**src/rtl/dcache_pkg.sv**
```systemverilog
// Shared types and sizing for the direct-mapped write-through data cache.
package cache_pkg;

  localparam int INDEX_BITS = 3;
  localparam int TAG_BITS   = 27;
  localparam int LINES      = 8;
  localparam int CNT_W      = 16;
  localparam int WORD_W     = 32;

  typedef enum logic [1:0] {
    IDLE   = 2'd0,
    REFILL = 2'd1,
    WRITE  = 2'd2
  } state_e;

  typedef logic [INDEX_BITS-1:0] index_t;
  typedef logic [TAG_BITS-1:0]   tag_t;
  typedef logic [WORD_W-3:0]     wordAddr_t;

  // Line index from a word address (byte offset already stripped).
  function automatic index_t wordIndex(input wordAddr_t w);
    return w[INDEX_BITS-1:0];
  endfunction

  // Tag from a word address.
  function automatic tag_t wordTag(input wordAddr_t w);
    return w[WORD_W-3:INDEX_BITS];
  endfunction

  // Counter increment that sticks at all-ones.
  function automatic logic [CNT_W-1:0] satInc(input logic [CNT_W-1:0] c);
    return (c == '1) ? c : c + 1'b1;
  endfunction

endpackage

```
**src/rtl/dcache_if.sv**
```systemverilog
// CPU-side request bus and memory-side bus of the data cache in one bundle.
interface dcache_if;
  import cache_pkg::*;

  logic              req_valid;
  logic              req_we;
  logic [WORD_W-1:0] addr;
  logic [WORD_W-1:0] wdata;
  logic              flush;
  logic [WORD_W-1:0] rdata;
  logic              stall;
  logic              mem_req;
  logic              mem_we;
  logic [WORD_W-1:0] mem_addr;
  logic [WORD_W-1:0] mem_wdata;
  logic              mem_ready;
  logic [WORD_W-1:0] mem_rdata;
  logic [CNT_W-1:0]  hit_cnt;
  logic [CNT_W-1:0]  miss_cnt;

  // The cache itself.
  modport slave (
    input  req_valid, req_we, addr, wdata, flush, mem_ready, mem_rdata,
    output rdata, stall, mem_req, mem_we, mem_addr, mem_wdata, hit_cnt, miss_cnt
  );

  // The CPU plus memory environment around the cache.
  modport master (
    output req_valid, req_we, addr, wdata, flush, mem_ready, mem_rdata,
    input  rdata, stall, mem_req, mem_we, mem_addr, mem_wdata, hit_cnt, miss_cnt
  );

endinterface

```
**src/rtl/dcache_array.sv**
```systemverilog
// Valid/tag/data storage: one write port, combinational read, valid cleared by flush or reset.
module dcache_array
  import cache_pkg::*;
(
  input  logic              clk,
  input  logic              rst_n,
  input  logic              flush_i,
  input  logic              we_i,
  input  index_t            idx_i,
  input  tag_t              tag_i,
  input  logic [WORD_W-1:0] wdata_i,
  output logic              valid_o,
  output tag_t              tag_o,
  output logic [WORD_W-1:0] rdata_o
);

  logic [LINES-1:0]  valid_q, valid_d;
  tag_t              tag_q  [LINES];
  logic [WORD_W-1:0] data_q [LINES];

  // Flush beats a same-edge line fill, so a flushed refill leaves the line invalid.
  always_comb begin
    valid_d = valid_q;
    if (flush_i) begin
      valid_d = '0;
    end else if (we_i) begin
      valid_d[idx_i] = 1'b1;
    end
  end

  // Valid bits are the only storage that reset touches.
  always_ff @(posedge clk or negedge rst_n) begin
    if (!rst_n) begin
      valid_q <= '0;
    end else begin
      valid_q <= valid_d;
    end
  end

  // Tag and data are left uninitialised; writes are blocked while reset is held.
  always_ff @(posedge clk) begin
    if (we_i && rst_n) begin
      tag_q[idx_i]  <= tag_i;
      data_q[idx_i] <= wdata_i;
    end
  end

  assign valid_o = valid_q[idx_i];
  assign tag_o   = tag_q[idx_i];
  assign rdata_o = data_q[idx_i];

endmodule

```
**src/rtl/dcache.sv**
```systemverilog
// Direct-mapped, write-through, no-write-allocate data cache with load hit/miss counters.
module dcache
  import cache_pkg::*;
(
  input  logic     clk,
  input  logic     rst_n,
  dcache_if.slave  bus
);

  state_e            state_q, state_d;
  logic [CNT_W-1:0]  hitCnt_q, hitCnt_d;
  logic [CNT_W-1:0]  missCnt_q, missCnt_d;
  wordAddr_t         wordAddr;
  index_t            reqIdx;
  tag_t              reqTag;
  logic              lineValid;
  tag_t              lineTag;
  logic [WORD_W-1:0] lineData;
  logic              hit;
  logic              arrWe;
  logic [WORD_W-1:0] arrWdata;
  logic              stall;
  logic              memReq;
  logic              memWe;
  logic [WORD_W-1:0] rdata;

  assign wordAddr = bus.addr[WORD_W-1:2];
  assign reqIdx   = wordIndex(wordAddr);
  assign reqTag   = wordTag(wordAddr);
  assign hit      = lineValid && (lineTag == reqTag);

  dcache_array u_array (
    .clk     (clk),
    .rst_n   (rst_n),
    .flush_i (bus.flush),
    .we_i    (arrWe),
    .idx_i   (reqIdx),
    .tag_i   (reqTag),
    .wdata_i (arrWdata),
    .valid_o (lineValid),
    .tag_o   (lineTag),
    .rdata_o (lineData)
  );

  // Next state, line writes, counters and bus outputs; a refilled load finishes as a hit in IDLE.
  always_comb begin
    state_d   = state_q;
    hitCnt_d  = hitCnt_q;
    missCnt_d = missCnt_q;
    stall     = 1'b0;
    memReq    = 1'b0;
    memWe     = 1'b0;
    rdata     = '0;
    arrWe     = 1'b0;
    arrWdata  = bus.wdata;
    unique case (state_q)
      IDLE: begin
        if (bus.req_valid) begin
          if (bus.req_we) begin
            stall   = 1'b1;
            arrWe   = hit;
            state_d = WRITE;
          end else if (hit) begin
            rdata    = lineData;
            hitCnt_d = satInc(hitCnt_q);
          end else begin
            stall     = 1'b1;
            missCnt_d = satInc(missCnt_q);
            state_d   = REFILL;
          end
        end
      end
      REFILL: begin
        memReq = 1'b1;
        stall  = 1'b1;
        if (bus.mem_ready) begin
          arrWe    = 1'b1;
          arrWdata = bus.mem_rdata;
          state_d  = IDLE;
        end
      end
      WRITE: begin
        memReq = 1'b1;
        memWe  = 1'b1;
        stall  = !bus.mem_ready;
        if (bus.mem_ready) begin
          state_d = IDLE;
        end
      end
      default: state_d = IDLE;
    endcase
  end

  // Reset aborts any memory transaction at once because memReq decodes the state directly.
  always_ff @(posedge clk or negedge rst_n) begin
    if (!rst_n) begin
      state_q   <= IDLE;
      hitCnt_q  <= '0;
      missCnt_q <= '0;
    end else begin
      state_q   <= state_d;
      hitCnt_q  <= hitCnt_d;
      missCnt_q <= missCnt_d;
    end
  end

  assign bus.rdata     = rdata;
  assign bus.stall     = stall;
  assign bus.mem_req   = memReq;
  assign bus.mem_we    = memWe;
  assign bus.mem_addr  = {wordAddr, 2'b00};
  assign bus.mem_wdata = bus.wdata;
  assign bus.hit_cnt   = hitCnt_q;
  assign bus.miss_cnt  = missCnt_q;

endmodule

```
**src/flat_wrapper.sv**
```systemverilog
// flat-port wrapper written by rule: the top's interface ports become plain ports
module dcache_flat import cache_pkg::*;
  (clk, rst_n, bus_req_valid, bus_req_we, bus_addr, bus_wdata, bus_flush, bus_mem_ready, bus_mem_rdata, bus_rdata, bus_stall, bus_mem_req, bus_mem_we, bus_mem_addr, bus_mem_wdata, bus_hit_cnt, bus_miss_cnt);
  dcache_if bus_i ();
  input  logic clk;
  input  logic rst_n;
  input wire logic [$bits(bus_i.req_valid)-1:0] bus_req_valid;
  input wire logic [$bits(bus_i.req_we)-1:0] bus_req_we;
  input wire logic [$bits(bus_i.addr)-1:0] bus_addr;
  input wire logic [$bits(bus_i.wdata)-1:0] bus_wdata;
  input wire logic [$bits(bus_i.flush)-1:0] bus_flush;
  input wire logic [$bits(bus_i.mem_ready)-1:0] bus_mem_ready;
  input wire logic [$bits(bus_i.mem_rdata)-1:0] bus_mem_rdata;
  output wire logic [$bits(bus_i.rdata)-1:0] bus_rdata;
  output wire logic [$bits(bus_i.stall)-1:0] bus_stall;
  output wire logic [$bits(bus_i.mem_req)-1:0] bus_mem_req;
  output wire logic [$bits(bus_i.mem_we)-1:0] bus_mem_we;
  output wire logic [$bits(bus_i.mem_addr)-1:0] bus_mem_addr;
  output wire logic [$bits(bus_i.mem_wdata)-1:0] bus_mem_wdata;
  output wire logic [$bits(bus_i.hit_cnt)-1:0] bus_hit_cnt;
  output wire logic [$bits(bus_i.miss_cnt)-1:0] bus_miss_cnt;
  assign bus_i.req_valid = bus_req_valid;
  assign bus_i.req_we = bus_req_we;
  assign bus_i.addr = bus_addr;
  assign bus_i.wdata = bus_wdata;
  assign bus_i.flush = bus_flush;
  assign bus_i.mem_ready = bus_mem_ready;
  assign bus_i.mem_rdata = bus_mem_rdata;
  assign bus_rdata = bus_i.rdata;
  assign bus_stall = bus_i.stall;
  assign bus_mem_req = bus_i.mem_req;
  assign bus_mem_we = bus_i.mem_we;
  assign bus_mem_addr = bus_i.mem_addr;
  assign bus_mem_wdata = bus_i.mem_wdata;
  assign bus_hit_cnt = bus_i.hit_cnt;
  assign bus_miss_cnt = bus_i.miss_cnt;
  dcache u_core (.clk(clk), .rst_n(rst_n), .bus(bus_i));
endmodule
```
**config.mk**
```make
export PLATFORM = sky130hd
export DESIGN_NAME = dcache_flat
export DESIGN_NICKNAME = d
export VERILOG_FILES = /design/src/rtl/dcache_pkg.sv /design/src/rtl/dcache_if.sv /design/src/rtl/dcache_array.sv /design/src/rtl/dcache.sv /design/src/flat_wrapper.sv
export SDC_FILE = /design/constraint.sdc
export NUM_CORES = 1
export LEC_CHECK = 0
export ABC_CLOCK_PERIOD_IN_PS = 9910
export BUFFER_PORTS_ARGS = -buffer_cell sky130_fd_sc_hd__buf_2
export CAP_MARGIN = 30
export CORE_ASPECT_RATIO = 0.7
export CORE_MARGIN = 1.5
export CORE_UTILIZATION = 45
export DETAILED_ROUTE_END_ITERATION = 12
export GPL_TIMING_DRIVEN = 0
export PLACE_DENSITY_LB_ADDON = 0.05
export SYNTH_ARGS = -nofsm -noshare
export SYNTH_HDL_FRONTEND = slang
export SYNTH_HIERARCHICAL = 1
export SYNTH_SLANG_ARGS = --single-unit
```
**constraint.sdc**
```tcl
create_clock -name clk -period 9.91 [get_ports clk]
set_input_delay 1.982 -clock clk [delete_from_list [all_inputs] [get_ports clk]]
set_output_delay 1.982 -clock clk [all_outputs]
set_load 0.03 [all_outputs]
```
[After elaboration in Yosys (flattened, before gate mapping)]
Memories as Yosys holds them, arrays and structs flattened.
Cells that the tools add are included.
Word-level totals
  bits in registers: 42
  bits in writable memories: 472
  input port bits: 102
  output and inout port bits: 131
  logic and storage cells: 62
  memories kept: 2
Cells by class
  add/subtract/negate cells: 2
  magnitude comparators: 2
  equal/unequal tests: 8
  mux-type cells: 29
  bitwise gates (word level): 5
  reduce and logical (&&, ||, !) cells: 10
Memory list
  u_core.u_array.data_q: depth 8, bits a word 32, rd ports 1, clocked after Yosys merged registers in 0, write ports 1, line dcache_array.sv:19  | logic [WORD_W-1:0] data_q [LINES];
  u_core.u_array.tag_q: depth 8, bits a word 27, rd ports 1, clocked after Yosys merged registers in 0, write ports 1, line dcache_array.sv:18  | tag_t tag_q [LINES];
Operator list (count)
  $mux 32: 6
  $add 16x1->16 const B: 2
  $eq 16x16->1 const B: 2
  $eq 27x27->1: 1
  $mux 8: 2
  $mux 1: 12
  $reduce_and 5->1: 2
  $mux 2: 4
  $or 8x8->8: 1
  $lt 3x4->1 const B: 1
  $not 1->1: 4
  $pmux 2 s2: 1
  $bmux 1 s3: 1
  $demux 1 s3: 1
  $ge 3x1->1 const B: 1
  $logic_and 1x1->1: 3
  $ne 3x3->1 const B: 1
  $pmux 1 s3: 1
  $reduce_and 3->1: 1
  $eq 2x1->1 const B: 1
  $eq 2x2->1 const B: 1
  $logic_not 2->1: 1
  $ne 2x1->1 const B: 1
  $ne 2x2->1 const B: 1
  4 further kinds: 4

[Depth between registers and ports, before layout]
Gate-level depths: netlist of the first run.
  word-level depth: 9
  gate-level depth with buffers: 14
  depth with buffers taken out: 9

[Cells and area by module]
Netlist of the first run, hierarchy kept.
Modules (own cells, without submodules)
  dcache_array: instances 1, cells each 735, area each 18474.0 µm², seq. area each 14373.8 µm²
  dcache: instances 1, cells each 353, area each 3169.3 µm², seq. area each 850.8 µm²

[Worst setup path before layout of the first run]
Ideal clock, no wire load.
  path type: input-to-reg
  start: in bus_addr[2]
  end: mem u_core.u_array.data_q[4][0] (enable)
  setup time: 0.548 ns
  data arrival time: 9.170 ns
  data required time: 9.362 ns
  slack: 0.192 ns
  cell stages on the path: 13
  buffers on the path: 4
  path through: buf_6 buf_2 mux4_2 mux2_4 xor2_1 a2111o_1 nor4_4 nand3_1 clkbuf_1 o21ai_0 clkbuf_1 nand3_1 nor3_1
Between the ends
  longest elaborated chain between the ends: 9
  elaborated cells between the ends (all ways): 11
  classes of those cells: eq/ne: 1; mux: 7; reduce/logical: 2; memory: 1
RTL lines
  from (decl): line flat_wrapper.sv:9  | input wire logic [$bits(bus_i.addr)-1:0] bus_addr;
  $mem_v2 8x27
  named net u_core.lineTag[15]: line dcache.sv:17  | tag_t lineTag;
  $eq 27x27->1: line dcache.sv:30  | assign hit = lineValid && (lineTag == reqTag);
  $logic_and 1x1->1: line dcache.sv:30
  $mux 1: line dcache.sv:59  | if (bus.req_we) begin
  $mux 1: line dcache.sv:58  | if (bus.req_valid) begin
  $pmux 1 s2: line dcache.sv:56  | unique case (state_q)
  named net u_core.arrWe: line dcache.sv:20  | logic arrWe;
  $logic_and 1x1->1: line dcache_array.sv:42  | if (we_i && rst_n) begin
  $mux 1: line dcache_array.sv:42
  $mux 1 (not written as such): line dcache_array.sv:44  | data_q[idx_i] <= wdata_i;
  to (decl): line dcache_array.sv:19
The timed path passes the listed nets, and every way through them passes these cells. The select of a mux whose other input is x is not followed.

[Worst setup path in the final report of the first run]
  start: in bus_addr[4]
  end: out bus_rdata[22]
Between the ends
  longest elaborated chain between the ends: 7
  elaborated cells between the ends (all ways): 10
  classes of those cells: eq/ne: 1; mux: 6; reduce/logical: 1; memory: 2
RTL lines
  $mem_v2 8x27
  named net u_core.lineTag[15]: line dcache.sv:17
  $eq 27x27->1: line dcache.sv:30
  $logic_and 1x1->1: line dcache.sv:30
  $mux 32: line dcache.sv:63  | end else if (hit) begin
  $mux 32: line dcache.sv:59
  $mux 32: line dcache.sv:58
  $mux 32: line dcache.sv:56
  to (decl): line flat_wrapper.sv:14  | output wire logic [$bits(bus_i.rdata)-1:0] bus_rdata;
The timed path passes the listed nets, and every way through them passes these cells. The select of a mux whose other input is x is not followed.

==> results.py, run 1 <==
metrics = {
    "cts": {
        "cts_max_path_buffers": 3,
        "clock_latency_ns": 0.58,
        "htreeDepth": 2,
        "hold_buffers": 0,
        "cts_tree": "done",
        "clock-root-buffer": "clkbuf_16",
        "cts_sinks": 514,
        "cts_resized": 0,
        "cts-buffers-inserted": 50,
        "post_cts_buffers": 0,
        "clk_pin_slew_ns": 0.06,
    },
    "logic_synthesis": {
        "synth_top_area_share": 0.655,
        "syn-instance-count": 1088,
        "yosysTopAreaCell": "edfxtp_1",
        "syn_avg_cell_area_sq_um": 19.9,
        "synth_ff_type": "edfxtp_1",
        "synth_area_leaders": "edfxtp_1 65%, mux4_2 12%, dfrtp_1 4.9%, mux2_4 3.7%, buf_4 2.2%",
        "synth_seq_cells": 514,
        "synth_area_sq_um": 21600,
        "seq_area_frac_synth": 0.703,
        "yosysUniqueCellTypes": 46,
        "yosysWarnings": 6,
        "synth_async_sr_flop_share": 0.0817,
        "synth_edf_count": 472,
    },
    "power_and_ir_drop": {
        "peakVddDrop_v": 0.000116,
        "p_total_mw": 4.82,
        "pwr-share-comb": 0.110,
        "seqPwrFrac": 0.514,
        "leakagePower_nw": 9.22,
        "p_clk_frac": 0.377,
        "sw_frac_of_total": 0.232,
        "intPower_mw": 3.70,
        "power-per-cell-area_nw_per_um2": 188,
        "p_sw_mw": 1.12,
    },
    "routing": {
        "drt_first_pass_iters": 5,
        "drc": 0,
        "drt-initial-drc-count": 726,
        "num_vias": 11000,
        "routed_via_density": 5.34,
        "wl_per_cell_um": 23.0,
        "drt_wl_total_um": 47400,
        "antenna_left": 0,
    },
    "placement": {
        "gp_congestion": 0.767,
        "dp_worst_setup_slack_ns": 1.18,
        "dp_cells": 1966,
        "post_dp_cell_area_sq_um": 24100,
        "hpwlAfterDp_um": 30500,
        "io_buffers": 224,
    },
    "floorplanning": {
        "fp-row-count": 67,
        "start_util": 0.454,
        "core_sq_um": 47700,
        "die_height_um": 186,
        "die-area_sq_um": 49400,
        "ios": 233,
        "die_x_um": 265,
    },
    "sta": {
        "setup_viol": 0,
        "period_share": 0.862,
        "fmax_mhz": 117,
        "slew_violations": 0,
        "hold_viol": 0,
        "rsz0062_at_grt": "false",
        "tns_ns": 0,
        "setup_ws_ns": 1.37,
        "finClkSkew_ns": 0.0182,
        "max_slew_margin": 0.357,
        "min_period_ns": 8.54,
        "worst_pin_slew_ns": 0.964,
    },
    "setup_path": {
        "path_cells": "buf_2 -> buf_1 -> mux4_2 -> mux2_4 -> xor2_1 -> a2111o_1 -> nor4_4 -> and4_1 -> buf_2 -> clkbuf_1 -> and2_1 -> buf_2",
        "cpLargestDelayFamily": "buffers and inverters",
        "cp_max_fo": 10,
        "crit_type": "in -> out",
        "critPathMostFrequentCell": "buf_2",
        "cp-end-kind": "primary output",
        "crit_arrival_ns": 6.56,
        "cp_slowest_cell": "buf_1",
        "worstPathRequired_ns": 7.93,
        "slowest_delay_ns": 0.63,
        "worst-path-buf-inv": 5,
        "start_kind": "input pin",
    },
    "layout": {
        "nNetsFinal": 1507,
        "final_cell_mix": "472 x edfxtp_1, 236 x buf_2, 111 x mux4_2",
        "antenna_cells": 0,
        "area_growth_pct": 18.7,
        "fin_area_sq_um": 25700,
        "drive_gt1_frac": 0.435,
        "final_common_cell": "edfxtp_1",
        "finalNonFillerCells": 2059,
    },
    "global_routing": {
        "grt_pass1_vias": 11300,
        "grt_antenna_before_repair": 0,
        "grt_max_degree": 31,
        "grt_pass1_wl_um": 71800,
        "gr-total-overflow": 0,
        "grt_use_total": 0.196,
    },
    "worst_hold_path": {
        "hp-class": "reg -> reg",
    },
    "status": {
        "status": "complete, no violations",
    },
    "flow_run": {
        "cap_violations": 0,
    },
}
==> logic make-up (layout without fill, tap and decap cells) <==
| kind of cell | after synthesis | after routing | share of synthesized area |
|---|---|---|---|
| mux | 216 | 216 | 0.186 |
| compound gates | 17 | 17 | 0.00474 |
| simple gates | 156 | 156 | 0.0420 |
| fa+ha+maj | 6 | 6 | 0.00347 |
| flops | 514 | 514 | 0.703 |
| xor+xnor | 53 | 53 | 0.0214 |
| buf+inv | 125 | 474 | 0.0390 |
| other cells | 1 | 2 | 0.000173 |
==> through the flow <==
step                      utilization  hold WS [ns]
final                           0.539         0.493
after global routing            0.539         0.506
after CTS                       0.538         0.494
after detailed placement        0.506         0.484
after global placement          0.494         0.467
after floorplan                     -         0.461
==> power by group through the flow <==
stage / registers [mW] / clock network [mW] / logic [mW]
finish: 2.48 / 1.81 / 0.528
global route: 2.48 / 1.95 / 0.574
CTS: 2.47 / 1.86 / 0.538
detailed placement: 2.52 / 0 / 0.536
global placement: 2.53 / 0 / 0.512
floorplan: 2.54 / 0 / 0.332
==> final cells by class <==
class	count	area, sq um
Clock inverter	27	199
Fill cell	3786	22000
Timing Repair Buffer	258	1670
Clock buffer	64	1350
Inverter	12	45.0
Sequential cell	514	15200
Tap cell	621	777
Buffer	113	800
Multi-Input combinational cell	450	5630
==> worst register-to-register path, cell delays in order, from the launching register on <==
cell	delay [ns]
edfxtp_1	0.37
mux4_2	0.48
mux2_4	0.28
xor2_1	0.18
a2111o_1	0.47
nor4_4	0.46
nand3_1	0.36
clkbuf_1	0.34
o21ai_0	0.22
clkbuf_1	0.41
nand3b_1	0.37
nor3_2	0.79
buf_6	0.24
buf_8	0.16
buf_6	0.17
buf_6	0.17
==> path summary, 6_finish.rpt <==
path	from	to	slack (ns)	cells past startpoint
setup / recovery	bus_addr[4]	bus_rdata[22]	1.37	12
hold / removal	u_core/bus.hit_cnt[9]	u_core/bus.hit_cnt[9]	0.49	1
setup reg to reg	u_core/u_array/tag_q[6][15]	u_core/u_array/data_q[0][30]	4.14	15
hold reg to reg	u_core/bus.hit_cnt[9]	u_core/bus.hit_cnt[9]	0.49	1
max in group asynchronous	rst_n	u_core/u_array/valid_q[0]	8.09	2
min in group asynchronous	rst_n	u_core/bus.hit_cnt[13]	1.32	1
==> state kept, by name (all words and copies together) (netlist names) <==
name                    flops
u_core/u_array/data_q     256
u_core/u_array/valid_q      8
u_core/u_array/tag_q      216
u_core/bus.miss_cnt        16
u_core/bus.hit_cnt         16
u_core/state_q              2
==> routing by layer <==
metal | GRT usage | up-vias | part of all wire
li1 | - | 4928 | -
met3 | 0.0307 | 67 | 0.041
met2 | 0.314 | 237 | 0.47
met4 | 0.0475 | 0 | 0.020
met1 | 0.284 | 5770 | 0.46
met5 | 0 | - | 0
==> synth_stat cells (2+ instances only) <==
library cell  number
mux2_2            41
inv_1             12
o21ai_0            3
and4_1             2
nand2b_1           6
edfxtp_1         472
buf_4             64
or2_2              2
ha_1               6
or4_1              2
buf_12             7
mux4_1             9
dfrtp_1           42
and2_1            33
mux2_4            54
nand2_1           18
buf_1             13
xnor2_1           41
nand3_1           23
nor2_1            18
nand4b_1           3
nor2b_1            2
mux4_2           111
nand4bb_1          3
xor2_1            12
buf_2             11
nand3b_1           2
clkbuf_1          17
or3_1              3
nor4_1             4
and3_1             7
nor3_1             6
nand4_1           18
a21oi_1            9
(Power assumes the default switching activity.)
==> inputs of run 2 (changes only) <==
--- a/config.mk
+++ b/config.mk
@@ -12,4 +12,5 @@
 export CORE_MARGIN = 1.5
 export CORE_UTILIZATION = 45
+export CTS_CLUSTER_DIAMETER = 30
 export DETAILED_ROUTE_END_ITERATION = 12
 export GPL_TIMING_DRIVEN = 0
==> constraint.sdc (replaced) <==
create_clock -name clk -period 9.91 [get_ports clk]
set_input_delay 1.4865 -clock clk [delete_from_list [all_inputs] [get_ports clk]]
set_output_delay 1.4865 -clock clk [all_outputs]
set_load 0.03 [all_outputs]
==> results.py, run 2 (synthesized netlist as in run 1, its figures left out) <==
metrics = {
    "layout": {
        "reg_top3": "u_core/u_array/data_q x256, u_core/u_array/tag_q x216",
        "nNetsFinal": 1555,
        "postLayoutCoreUtil": 0.576,
        "area_growth_pct": 26.9,
        "drive_gt1_frac": 0.472,
        "final_common_cell": "edfxtp_1",
        "top_register": "u_core/u_array/data_q",
        "final_cell_mix": "472 x edfxtp_1, 236 x buf_2, 111 x mux4_2",
        "largest_reg_flops": 256,
        "nFillCells": 3644,
        "antenna_cells": 0,
    },
    "power_and_ir_drop": {
        "leakagePower_nw": 10.0,
        "peakVddDrop_v": 0.000137,
        "seqPwrFrac": 0.395,
        "sw_frac_of_total": 0.230,
        "power-per-cell-area_nw_per_um2": 229,
        "p_sw_mw": 1.44,
        "intPower_mw": 4.83,
        "pwr-share-comb": 0.084,
        "p_clk_frac": 0.521,
    },
    "setup_path": {
        "crit_arrival_ns": 6.08,
        "cp-end-kind": "primary output",
        "rr_worst_depth": 15,
        "crit_type": "in -> out",
        "start_kind": "input pin",
        "reg2reg_to": "u_core/u_array/data_q[0][26]",
        "regToRegSetupSlack_ns": 4.11,
        "rr_startpoint": "u_core/u_array/tag_q[0][26]",
        "cp_max_fo": 10,
        "crit_start": "bus_addr[4]",
        "worstPathRequired_ns": 8.42,
    },
    "global_routing": {
        "grt_max_degree": 31,
        "grt_pass1_vias": 11800,
        "grt_use_total": 0.203,
        "grt_pass1_wl_um": 73900,
        "grt_antenna_before_repair": 0,
        "gr-total-overflow": 0,
    },
    "cts": {
        "cts_resized": 0,
        "htreeDepth": 3,
        "cts_tree": "done",
        "clk_pin_slew_ns": 0.04,
        "hold_buffers": 0,
        "cts_max_path_buffers": 3,
        "cts_sinks": 514,
        "post_cts_buffers": 0,
        "clock_latency_ns": 0.63,
        "cts-buffers-inserted": 98,
        "clock-root-buffer": "clkbuf_16",
    },
    "sta": {
        "max_slew_margin": 0.348,
        "min_period_ns": 7.57,
        "worst_pin_slew_ns": 0.979,
        "period_share": 0.764,
        "rsz0062_at_grt": "false",
        "slew_violations": 0,
        "fmax_mhz": 132,
        "whs_ns": 0.490,
        "finClkSkew_ns": 0.0223,
        "hold_viol": 0,
        "setup_viol": 0,
    },
    "placement": {
        "io_buffers": 224,
        "hpwlAfterDp_um": 30500,
        "gp_congestion": 0.767,
    },
    "worst_hold_path": {
        "worstHoldPathCells": 1,
        "whs_endpoint": "u_core/bus.hit_cnt[9]",
        "worstHoldStart": "u_core/bus.hit_cnt[9]",
        "hp-class": "reg -> reg",
    },
    "floorplanning": {
        "die_x_um": 265,
        "core_sq_um": 47700,
        "die_height_um": 186,
        "start_util": 0.454,
        "ios": 233,
        "die-area_sq_um": 49400,
        "fp-row-count": 67,
    },
    "flow_run": {
        "cap_violations": 0,
    },
    "routing": {
        "antenna_left": 0,
        "routed_via_density": 5.24,
        "drt_wl_total_um": 48400,
        "wl_per_cell_um": 22.5,
        "num_vias": 11300,
        "drt-initial-drc-count": 849,
        "drc": 0,
        "drt_first_pass_iters": 5,
    },
    "status": {
        "status": "complete, no violations",
    },
}
## run 2: cell types whose count changed in the layout (fill, tap and decap cells not counted)
cell / previous run / this run
clkinvlp_4: 1 / 16
bufinv_16: 3 / 12
clkbuf_1: 28 / 26
clkinv_4: 0 / 8
clkinv_2: 8 / 15
clkbuf_16: 51 / 99
inv_16: 0 / 1
clkinv_1: 14 / 10
clkinv_8: 0 / 2
inv_6: 1 / 6
inv_4: 0 / 1
## run 2: layer usage
metal	part of all wire	vias up	GRT usage
met1	0.46	5850	0.287
met5	0	-	0
met3	0.052	61	0.0453
li1	-	5074	-
met4	0.015	0	0.0541
met2	0.48	280	0.320
## run 2: stage by stage
| step | worst slack [ns] | setup TNS, ns | instances | area, sq um | power (mW) |
|---|---|---|---|---|---|
| 6_report | 2.34 | 0 | 2149 | 27500 | 6.28 |
| 3_3_place_gp | -5.45 | -1267.37 | 1934 | 23500 | 3.04 |
| 4_1_cts | 2.17 | 0 | 2147 | 27400 | 6.35 |
| 2_1_floorplan | 0.688 | 0 | 1089 | 21600 | 2.87 |
| 5_1_grt | 2.04 | 0 | 2149 | 27500 | 6.50 |
| 3_5_place_dp | 2.10 | 0 | 1966 | 24100 | 3.06 |
## run 2: cell type report
type	count	area (sq um)	area share
Buffer	113	800	0.0291
Clock buffer	110	2540	0.0925
Clock inverter	71	774	0.0282
Sequential cell	514	15200	0.554
Tap cell	621	777	0.0283
Multi-Input combinational cell	450	5630	0.205
Inverter	12	45.0	0.00164
Timing Repair Buffer	258	1670	0.0607
## run 2: power by group through the flow
stage                     Combinational, mW  Sequential [mW]  Clock [mW]
after floorplan                       0.332             2.54           0
after global placement                0.512             2.53           0
after detailed placement              0.536             2.52           0
after CTS                             0.538             2.48        3.33
after global routing                  0.574             2.48        3.44
final                                 0.528             2.48        3.27
## run 2: worst max-delay path by stage
stage | endpoint | slack (ns) | cells after the start
2_1_floorplan | u_core/u_array/data_q[4][0] | 0.69 | 13
3_3_place_gp | u_core/u_array/data_q[0][24] | -5.45 | 12
3_5_place_dp | u_core/u_array/data_q[0][24] | 2.10 | 17
4_1_cts | bus_rdata[22] | 2.17 | 12
5_1_grt | bus_rdata[22] | 2.04 | 12
6_report | bus_rdata[29] | 2.34 | 12
## run 2: worst max-delay path, cell delays in order
cell and delay, ns:
buf_2 0.25, buf_1 0.64, mux4_2 0.42, mux2_4 0.28, xor2_1 0.18, a2111o_1 0.46
nor4_4 0.47, and4_1 0.50, buf_2 0.33, clkbuf_1 0.55, and2_1 0.27, buf_2 0.22
==> inputs of run 3 (changes only) <==
- ABC_CLOCK_PERIOD_IN_PS: 9910 -> 6600
- clock period: 9.91 -> 6.6 ns (I/O delays scaled with it)
==> results.py, run 3 (synthesized netlist as in run 1, its figures left out) <==
metrics = {
    "status": {
        "status": "complete, no violations",
    },
    "routing": {
        "drc": 0,
        "drt_wl_total_um": 48800,
        "wl_per_cell_um": 22.8,
        "antenna_left": 0,
        "drt-initial-drc-count": 878,
        "drt_first_pass_iters": 5,
        "num_vias": 11300,
        "routed_via_density": 5.29,
    },
    "layout": {
        "nNetsFinal": 1548,
        "drive_gt1_frac": 0.480,
        "final_common_cell": "edfxtp_1",
        "final_cell_mix": "472 x edfxtp_1, 237 x buf_2, 111 x mux4_2",
        "nFillCells": 3606,
        "fin_area_sq_um": 27500,
        "top_register": "u_core/u_array/data_q",
        "largest_reg_flops": 256,
        "reg_top3": "u_core/u_array/data_q x256, u_core/u_array/tag_q x216",
        "area_growth_pct": 27.3,
    },
    "placement": {
        "dp_worst_setup_slack_ns": -0.706,
        "hpwlAfterDp_um": 30700,
        "post_dp_cell_area_sq_um": 24200,
        "io_buffers": 224,
        "gp_congestion": 0.762,
    },
    "setup_path": {
        "critPathMostFrequentCell": "clkbuf_1",
        "cp_slowest_cell": "nor2_4",
        "crit_path_end": "u_core/u_array/data_q[5][13]",
        "cp-end-kind": "flip-flop",
        "crit_start": "bus_addr[4]",
        "worst-path-buf-inv": 6,
        "cpLargestDelayFamily": "simple AND/OR/NAND/NOR gates",
        "crit_arrival_ns": 6.59,
        "worstPathRequired_ns": 6.91,
        "slowest_delay_ns": 0.89,
        "regToRegSetupSlack_ns": 1.01,
        "start_kind": "input pin",
        "rr_worst_depth": 13,
        "cp_max_fo": 23,
        "crit_type": "in -> reg",
        "reg2reg_to": "u_core/u_array/data_q[5][13]",
        "rr_startpoint": "u_core/u_array/tag_q[2][15]",
        "cp.depth": 15,
        "path_cells": "buf_2 -> clkdlybuf4s18_2 -> mux4_2 -> mux2_4 -> xor2_1 -> a2111o_1 -> nor4_4 -> nand3_2 -> clkbuf_1 -> o21ai_0 -> clkbuf_1 -> nand3_1 -> nor2_4 -> buf_12 -> buf_16",
    },
    "sta": {
        "finClkSkew_ns": 0.0208,
        "rsz0062_at_grt": "false",
        "min_period_ns": 6.28,
        "fmax_mhz": 159,
        "setup_ws_ns": 0.318,
        "max_slew_margin": 0.335,
        "worst_pin_slew_ns": 0.995,
        "whs_ns": 0.243,
        "slew_violations": 0,
        "setup_viol": 0,
        "period_share": 0.952,
        "hold_viol": 0,
    },
    "power_and_ir_drop": {
        "leakagePower_nw": 10.1,
        "p_total_mw": 9.41,
        "power-per-cell-area_nw_per_um2": 341,
        "peakVddDrop_v": 0.000217,
    },
    "global_routing": {
        "grt_antenna_before_repair": 0,
        "grt_max_degree": 37,
        "gr-total-overflow": 0,
        "use_met3": 0.0441,
        "grt_pass1_vias": 11700,
        "grt_use_total": 0.203,
        "grt_busiest_layer": "met2",
        "met1_usage": 0.293,
        "grt_use_met2": 0.315,
        "grt_pass1_wl_um": 74100,
    },
    "flow_run": {
        "cap_violations": 0,
    },
    "floorplanning": {
        "start_util": 0.454,
        "core_sq_um": 47700,
        "die-area_sq_um": 49400,
        "die_height_um": 186,
        "ios": 233,
        "fp-row-count": 67,
        "die_x_um": 265,
    },
    "cts": {
        "post_cts_buffers": 0,
        "cts_tree": "done",
        "clk_pin_slew_ns": 0.05,
        "htreeDepth": 3,
        "clock-root-buffer": "clkbuf_16",
        "cts-buffers-inserted": 97,
        "cts_max_path_buffers": 3,
        "hold_buffers": 0,
        "cts_sinks": 514,
        "clock_latency_ns": 0.62,
    },
    "worst_hold_path": {
        "hp-class": "in -> async",
    },
}
==> run 3: cell count changes in the layout (fill, tap and decap cells not counted), moves of 3 or more <==
cell / delta
buf_6: -12
buf_16: +9
clkbuf_1: -7
buf_1: -5
inv_6: +5
clkinv_1: -4
clkinv_2: +4
clkbuf_2: +3
clkinv_4: +3
==> run 3: power breakdown <==
| part | switching [mW] | internal [mW] |
|---|---|---|
| logic | 0.468 | 0.327 |
| registers | 0.0340 | 3.69 |
| clock network | 1.68 | 3.21 |
==> run 3: what timing repair did <==
action                                  CTS  global route
gates resized for setup                   5             7
endpoints found under the setup margin   26            38
cloned                                    0             0
==> run 3: area by class of cell <==
class,instances,area [sq um],area share
Multi-Input combinational cell,450,5660,0.205
Buffer,112,813,0.0295
Antenna cell,1,2.50,0.0000908
Tap cell,621,777,0.0282
Clock inverter,75,771,0.0280
Clock buffer,104,2520,0.0914
Inverter,12,45.0,0.00164
Sequential cell,514,15200,0.553
Timing Repair Buffer,253,1740,0.0631
==> run 3: per-stage QoR <==
| step | util | instances | setup TNS [ns] |
|---|---|---|---|
| 4_1_cts | 0.577 | 2141 | 0 |
| 6_report | 0.577 | 2142 | 0 |
| 3_3_place_gp | 0.494 | 1934 | -2182.38 |
| 2_1_floorplan | - | 1089 | -224.46 |
| 3_5_place_dp | 0.508 | 1963 | -135.76 |
| 5_1_grt | 0.577 | 2141 | 0 |
==> run 3: worst min-delay path by stage <==
stage	start	to	slack (ns)	depth (start not counted)
after floorplan	u_core/u_array/valid_q[7]	u_core/u_array/valid_q[7]	0.46	2
after global placement	u_core/bus.hit_cnt[9]	u_core/bus.hit_cnt[9]	0.48	1
after detailed placement	u_core/bus.hit_cnt[13]	u_core/bus.hit_cnt[13]	0.49	1
after CTS	rst_n	u_core/bus.hit_cnt[2]	0.21	1
after global routing	rst_n	u_core/bus.hit_cnt[2]	0.22	1
final	rst_n	u_core/bus.hit_cnt[2]	0.24	1
==> run 3: metal layers <==
layer	share of wire	up-vias	routed length, um
met5	0	-	0
met4	0.016	0	788
met3	0.049	80	2400
met2	0.47	301	23000
met1	0.46	5890	22600
li1	-	5061	-
